<file path="config.mk">
export PLATFORM = sky130hd
export DESIGN_NAME = card_dealer
export DESIGN_NICKNAME = d
export VERILOG_FILES = /design/src/rtl/card_dealer.sv
export SDC_FILE = /design/constraint.sdc
export NUM_CORES = 1
export LEC_CHECK = 0
export ABC_AREA = 0
export CAP_MARGIN = 15
export CORE_MARGIN = 4
export CORE_UTILIZATION = 60
export CTS_BUF_LIST = sky130_fd_sc_hd__clkbuf_4 sky130_fd_sc_hd__clkbuf_8
export CTS_CLUSTER_DIAMETER = 200
export DETAILED_ROUTE_END_ITERATION = 8
export PLACE_DENSITY = 0.85
export SLEW_MARGIN = 40
export SYNTH_ARGS = -nofsm -noshare
export SYNTH_HDL_FRONTEND = slang
export SYNTH_SLANG_ARGS = --single-unit
</file>
<file path="constraint.sdc">
create_clock -name clk -period 9.2 [get_ports clk]
set_clock_uncertainty 0.1 [all_clocks]
set_input_delay 1.84 -clock clk [delete_from_list [all_inputs] [get_ports clk]]
set_output_delay 1.84 -clock clk [all_outputs]
set_load 0.05 [all_outputs]
</file>
<file path="src/rtl/card_dealer.sv">
// card_dealer: deals nine distinct card codes {suit[1:0], rank[3:0]} from a
// free-running random word, falling back to a linear scan of the code space
// whenever the random source keeps producing unusable values.
module card_dealer #(
    parameter int unsigned MAX_TRIES = 16
) (
    input  logic        clk,
    input  logic        rst,
    input  logic        start,
    input  logic [15:0] rand_in,
    output logic [5:0]  card1_num,
    output logic [5:0]  card2_num,
    output logic [5:0]  card3_num,
    output logic [5:0]  card4_num,
    output logic [5:0]  card5_num,
    output logic [5:0]  card6_num,
    output logic [5:0]  card7_num,
    output logic [5:0]  card8_num,
    output logic [5:0]  card9_num,
    output logic        busy,
    output logic        done,
    output logic [7:0]  reject_count
);

    typedef enum logic [1:0] {IDLE, DRAW, SCAN, DONE} state_t;

    // Last try index before the fallback scan kicks in.
    localparam logic [7:0] TRY_LAST = 8'(MAX_TRIES - 1);

    state_t          state, state_nx;
    logic [8:0][5:0] cards;
    logic [63:0]     used;
    logic [3:0]      slot;
    logic [7:0]      tries;
    logic [5:0]      scan_ptr;

    logic       start_ok;
    logic [5:0] cand;
    logic       cand_ok;
    logic       accept;
    logic       last_slot;
    logic       tries_hit;

    // Candidate comes from the random word while drawing, from the scan
    // pointer while scanning; the same validity rule applies to both.
    assign start_ok  = start && (state == IDLE || state == DONE);
    assign cand      = (state == SCAN) ? scan_ptr : rand_in[5:0];
    assign cand_ok   = (cand[3:0] >= 4'd1) && (cand[3:0] <= 4'd13) && !used[cand];
    assign accept    = (state == DRAW || state == SCAN) && cand_ok;
    assign last_slot = (slot == 4'd8);
    assign tries_hit = (state == DRAW) && !cand_ok && (tries == TRY_LAST);

    // State register.
    always_ff @(posedge clk or negedge rst) begin
        if (!rst) state <= IDLE;
        else      state <= state_nx;
    end

    // Next-state selection; start is only honoured when not dealing.
    always_comb begin
        state_nx = state;
        case (state)
            IDLE: if (start) state_nx = DRAW;
            DRAW: begin
                if (accept)         state_nx = last_slot ? DONE : DRAW;
                else if (tries_hit) state_nx = SCAN;
            end
            SCAN: if (accept) state_nx = last_slot ? DONE : DRAW;
            DONE: if (start) state_nx = DRAW;
            default: state_nx = IDLE;
        endcase
    end

    // Deal datapath: clear on start, fill slots on accept, count rejects.
    always_ff @(posedge clk or negedge rst) begin
        if (!rst) begin
            cards        <= '0;
            used         <= '0;
            slot         <= '0;
            tries        <= '0;
            scan_ptr     <= '0;
            reject_count <= '0;
        end else if (start_ok) begin
            cards        <= '0;
            used         <= '0;
            slot         <= '0;
            tries        <= '0;
            reject_count <= '0;
        end else if (accept) begin
            cards[slot] <= cand;
            used[cand]  <= 1'b1;
            slot        <= slot + 4'd1;
            tries       <= '0;
        end else if (state == DRAW) begin
            if (reject_count != 8'hFF) reject_count <= reject_count + 8'd1;
            if (tries_hit) begin
                tries    <= '0;
                scan_ptr <= '0;
            end else begin
                tries <= tries + 8'd1;
            end
        end else if (state == SCAN) begin
            // At most eight codes are used, so a hit always precedes 63.
            scan_ptr <= scan_ptr + 6'd1;
        end
    end

    assign card1_num = cards[0];
    assign card2_num = cards[1];
    assign card3_num = cards[2];
    assign card4_num = cards[3];
    assign card5_num = cards[4];
    assign card6_num = cards[5];
    assign card7_num = cards[6];
    assign card8_num = cards[7];
    assign card9_num = cards[8];

    assign busy = (state == DRAW) || (state == SCAN);
    assign done = (state == DONE);

endmodule

</file>
==> metrics.md <==
| Metric | Value |
|---|---|
| Run status | `complete, no violations` |
| Maximum achievable frequency | `~0.16 GHz` |
| Post-Route WL | `around 19000 µm` |
| Top flip-flop cell by instance count after synthesis | `dfrtp_1` |
| Input/output buffers | `between 70 and 80` |
| Worst EP required | `9480 ps` |
| Total design power | `2.56 mW` |
| P_leak | `3.76 nW` |
| Top-Level Pins | `83` |
| Number of enable-type register cells in the synthesized netlist | `0` |
| Clock latency on the worst-skew pair | `about 460 ps` |
| Number of global-route vias before repair | `just over 6000` |
| Syn Inst Count | `~750` |
| Initial antenna violation count | `0` |
| HP Class | `register to register` |
| Unrepaired setup endpoints after global routing | `no` |
| Max transition margin | `0.444` |
| Number of H-tree branching levels | `4` |
| Overflow left after global routing | `0` |
| Floorplan die width | `around 120 µm` |
| Number of DRC violations after detailed-routing iteration 0 | `850` |
| Maximum vdd ir drop | `between 0.0001 and 0.00015 V` |
| Hold bufs inserted after CTS | `0` |
| Setup violation total in the final timing report | `0` |
| Fin nets | `between 800 and 900` |
| Via total after detailed routing | `6325` |
| First-pass GRT wire length | `~32000 µm` |
| Final HPWL DP | `about 13000 µm` |
| Area fraction of the dominant cell type after synthesis | `0.490` |
| Number of synthesized register bits | `between 100 and 150` |
| Final hold violation count | `0` |
| Reported max-cap violation count | `0` |
| Shortest period the worst path allows | `between 6000 and 7000 ps` |
| Clock tree from TritonCTS | `built` |
| Clock-pin transition on the worst setup and hold timing paths | `approximately 70 ps` |
| Final critical-path share of the clock period | `0.676` |
| Total CTS buffers | `17` |
| Initial standard-cell utilization of the core | `0.612` |
| Distinct cells, synth | `roughly 70` |
| Routed wire length per instance | `20.5 µm` |
| Seq/Total Area, Yosys | `0.490` |
| Most repeated cell in the gate-level netlist after synthesis | `dfrtp_1` |
| Area of the core | `0.0120 mm²` |
| Fraction of layout instances using a drive strength above 1 | `0.0835` |
| Die Y-Extent | `about 120 µm` |
| Mean Syn Cell Area | `slightly below 10 µm²` |
| Number of optimization iterations in the first detailed-route pass | `6` |
| Largest cells by area after synthesis | `dfrtp_1 49%, a31oi_1 6.7%, nor2_1 5.6%` |
| Site Rows | `40` |
| Power density relative to cell area | `303 mW/mm²` |
| Synth Net Count | `approximately 780` |
| Remaining number of nets flagged by the antenna check after routing | `0` |
| Register bank with the most flops | `used` |
| DR DRC count | `0` |
| Data arrival time of the critical path | `approximately 6500 ps` |
| Number of warning messages in the yosys log | `0` |
| Capturing element type of the critical path | `register` |
| Biggest fanout along the worst timing path | `52` |
| Die area | `around 0.014 mm²` |
| Antenna Diode Count | `0` |
| Regs by FF count | `used (62), reject_count (8), tries (8)` |
| Final TNS setup | `0 ps` |
| WS Path Type | `primary input to register` |
| Leading area contributor after synthesis | `dfrtp_1` |
| Overall Global Routing Usage | `0.281` |
| Bufs on Longest Clock Path | `2` |
| Summed instance area of the synthesized netlist | `approximately 0.0074 mm²` |
| Buffers inserted by post-CTS timing repair | `0` |
| Startpoint types | `primary input` |
| Worst-Margin Slew | `a little over 800 ps` |
| Post-CTS resize count | `0` |
| Number of flip-flops in the largest register | `62` |
| Routability cong. | `0.877` |
| Clk sinks | `approximately 140` |
| Post-synthesis to final-layout area growth | `14.7%` |
| CTS root buffer | `clkbuf_8` |
| Asr flop ratio synth | `1.00` |
| Top cells by count, synth | `144 x dfrtp_1, 110 x nor2_1, 79 x a31oi_1` |
| Largest net degree at the start of global routing | `81` |
| Count of final max-slew check failures | `0` |
| Via-to-Cell Ratio | `about 6.7` |
-- path summary, 6_finish.rpt --
check / start / slack, ps / to / cells after the start
worst max-delay path: rand_in[1] / 2980 / used[10] / 11
worst min-delay path: used[26] / 390 / used[26] / 2
worst max register to register: state[0] / 4180 / used[10] / 12
worst min register to register: used[26] / 390 / used[26] / 2
max in group asynchronous: rst / 6600 / scan_ptr[0] / 2
min in group asynchronous: rst / 1270 / tries[5] / 1
-- placed cells by master, fill, tap and decap left out, types with 6 or more instances in the layout --
cell | netlist | routed
nor2b_1 | 13 | 13
dfrtp_1 | 144 | 143
o22ai_1 | 11 | 11
ha_1 | 10 | 10
a211oi_1 | 29 | 29
mux2i_1 | 33 | 31
clkbuf_4 | 0 | 6
and2_1 | 12 | 12
clkdlybuf4s50_1 | 0 | 70
inv_1 | 16 | 16
o21ai_0 | 21 | 21
xnor2_1 | 7 | 7
clkbuf_8 | 0 | 20
nand3_1 | 8 | 8
a211oi_2 | 6 | 6
o21ai_1 | 6 | 6
nand2_1 | 51 | 51
nand2b_1 | 8 | 8
a21oi_1 | 24 | 24
a31oi_1 | 79 | 79
and3_1 | 16 | 16
nor2_1 | 110 | 107
-- final cells by class --
type	instances	area, µm²
sequential	144	3600
clock inverter	5	103
tap	147	184
timing repair buffer	77	771
clock buffer	26	320
inverter	16	60.1
fill	870	3570
multi-input combinational	534	3390
-- metrics by stage --
step / setup slack (ps) / hold WS, ps / cell area (µm²) / instances / utilization
2_1_floorplan: 4850 / 348 / 7360 / 754 / -
3_3_place_gp: 2280 / 367 / 7960 / 917 / 0.663
3_5_place_dp: 2440 / 380 / 8010 / 918 / 0.667
4_1_cts: 2910 / 397 / 8430 / 949 / 0.702
5_1_grt: 2820 / 417 / 8440 / 949 / 0.702
6_report: 2980 / 390 / 8440 / 949 / 0.702
-- layer usage --
| layer | wire, µm | up-vias | part of all wire | global-route usage |
|---|---|---|---|---|
| met3 | 1390 | 62 | 0.071 | 0.0593 |
| li1 | - | 2817 | - | - |
| met5 | 0 | - | 0 | 0 |
| met4 | 597 | 0 | 0.031 | 0.132 |
| met1 | 7860 | 3131 | 0.41 | 0.372 |
| met2 | 9560 | 315 | 0.49 | 0.444 |
-- power breakdown --
part,leakage (nW),total [mW],internal [mW],switching [mW]
registers,1.96,0.876,0.772,0.104
clock network,0.218,0.536,0.306,0.230
logic,1.59,1.15,0.352,0.796
total,3.76,2.56,1.43,1.13
-- logic make-up (layout without fill, tap and decap cells) --
| group | after synthesis | in the layout | synth area share |
|---|---|---|---|
| compound gates | 226 | 226 | 0.211 |
| xor+xnor | 8 | 8 | 0.00952 |
| fa+ha+maj | 10 | 10 | 0.0170 |
| buf+inv | 76 | 124 | 0.0551 |
| flops | 144 | 144 | 0.490 |
| mux | 37 | 37 | 0.0510 |
| simple gates | 253 | 253 | 0.167 |
-- critical path: stages --
cell and delay, ps:
clkdlybuf4s50_1 740, nand2b_1 500, nand2_1 470, nor2_1 210, a32oi_1 250, o311ai_2 170, nor4_4 780, and2_4 600
buf_4 560, a31oi_1 190, nor2_1 130
Note: power is estimated with default switching activity, not from simulation.
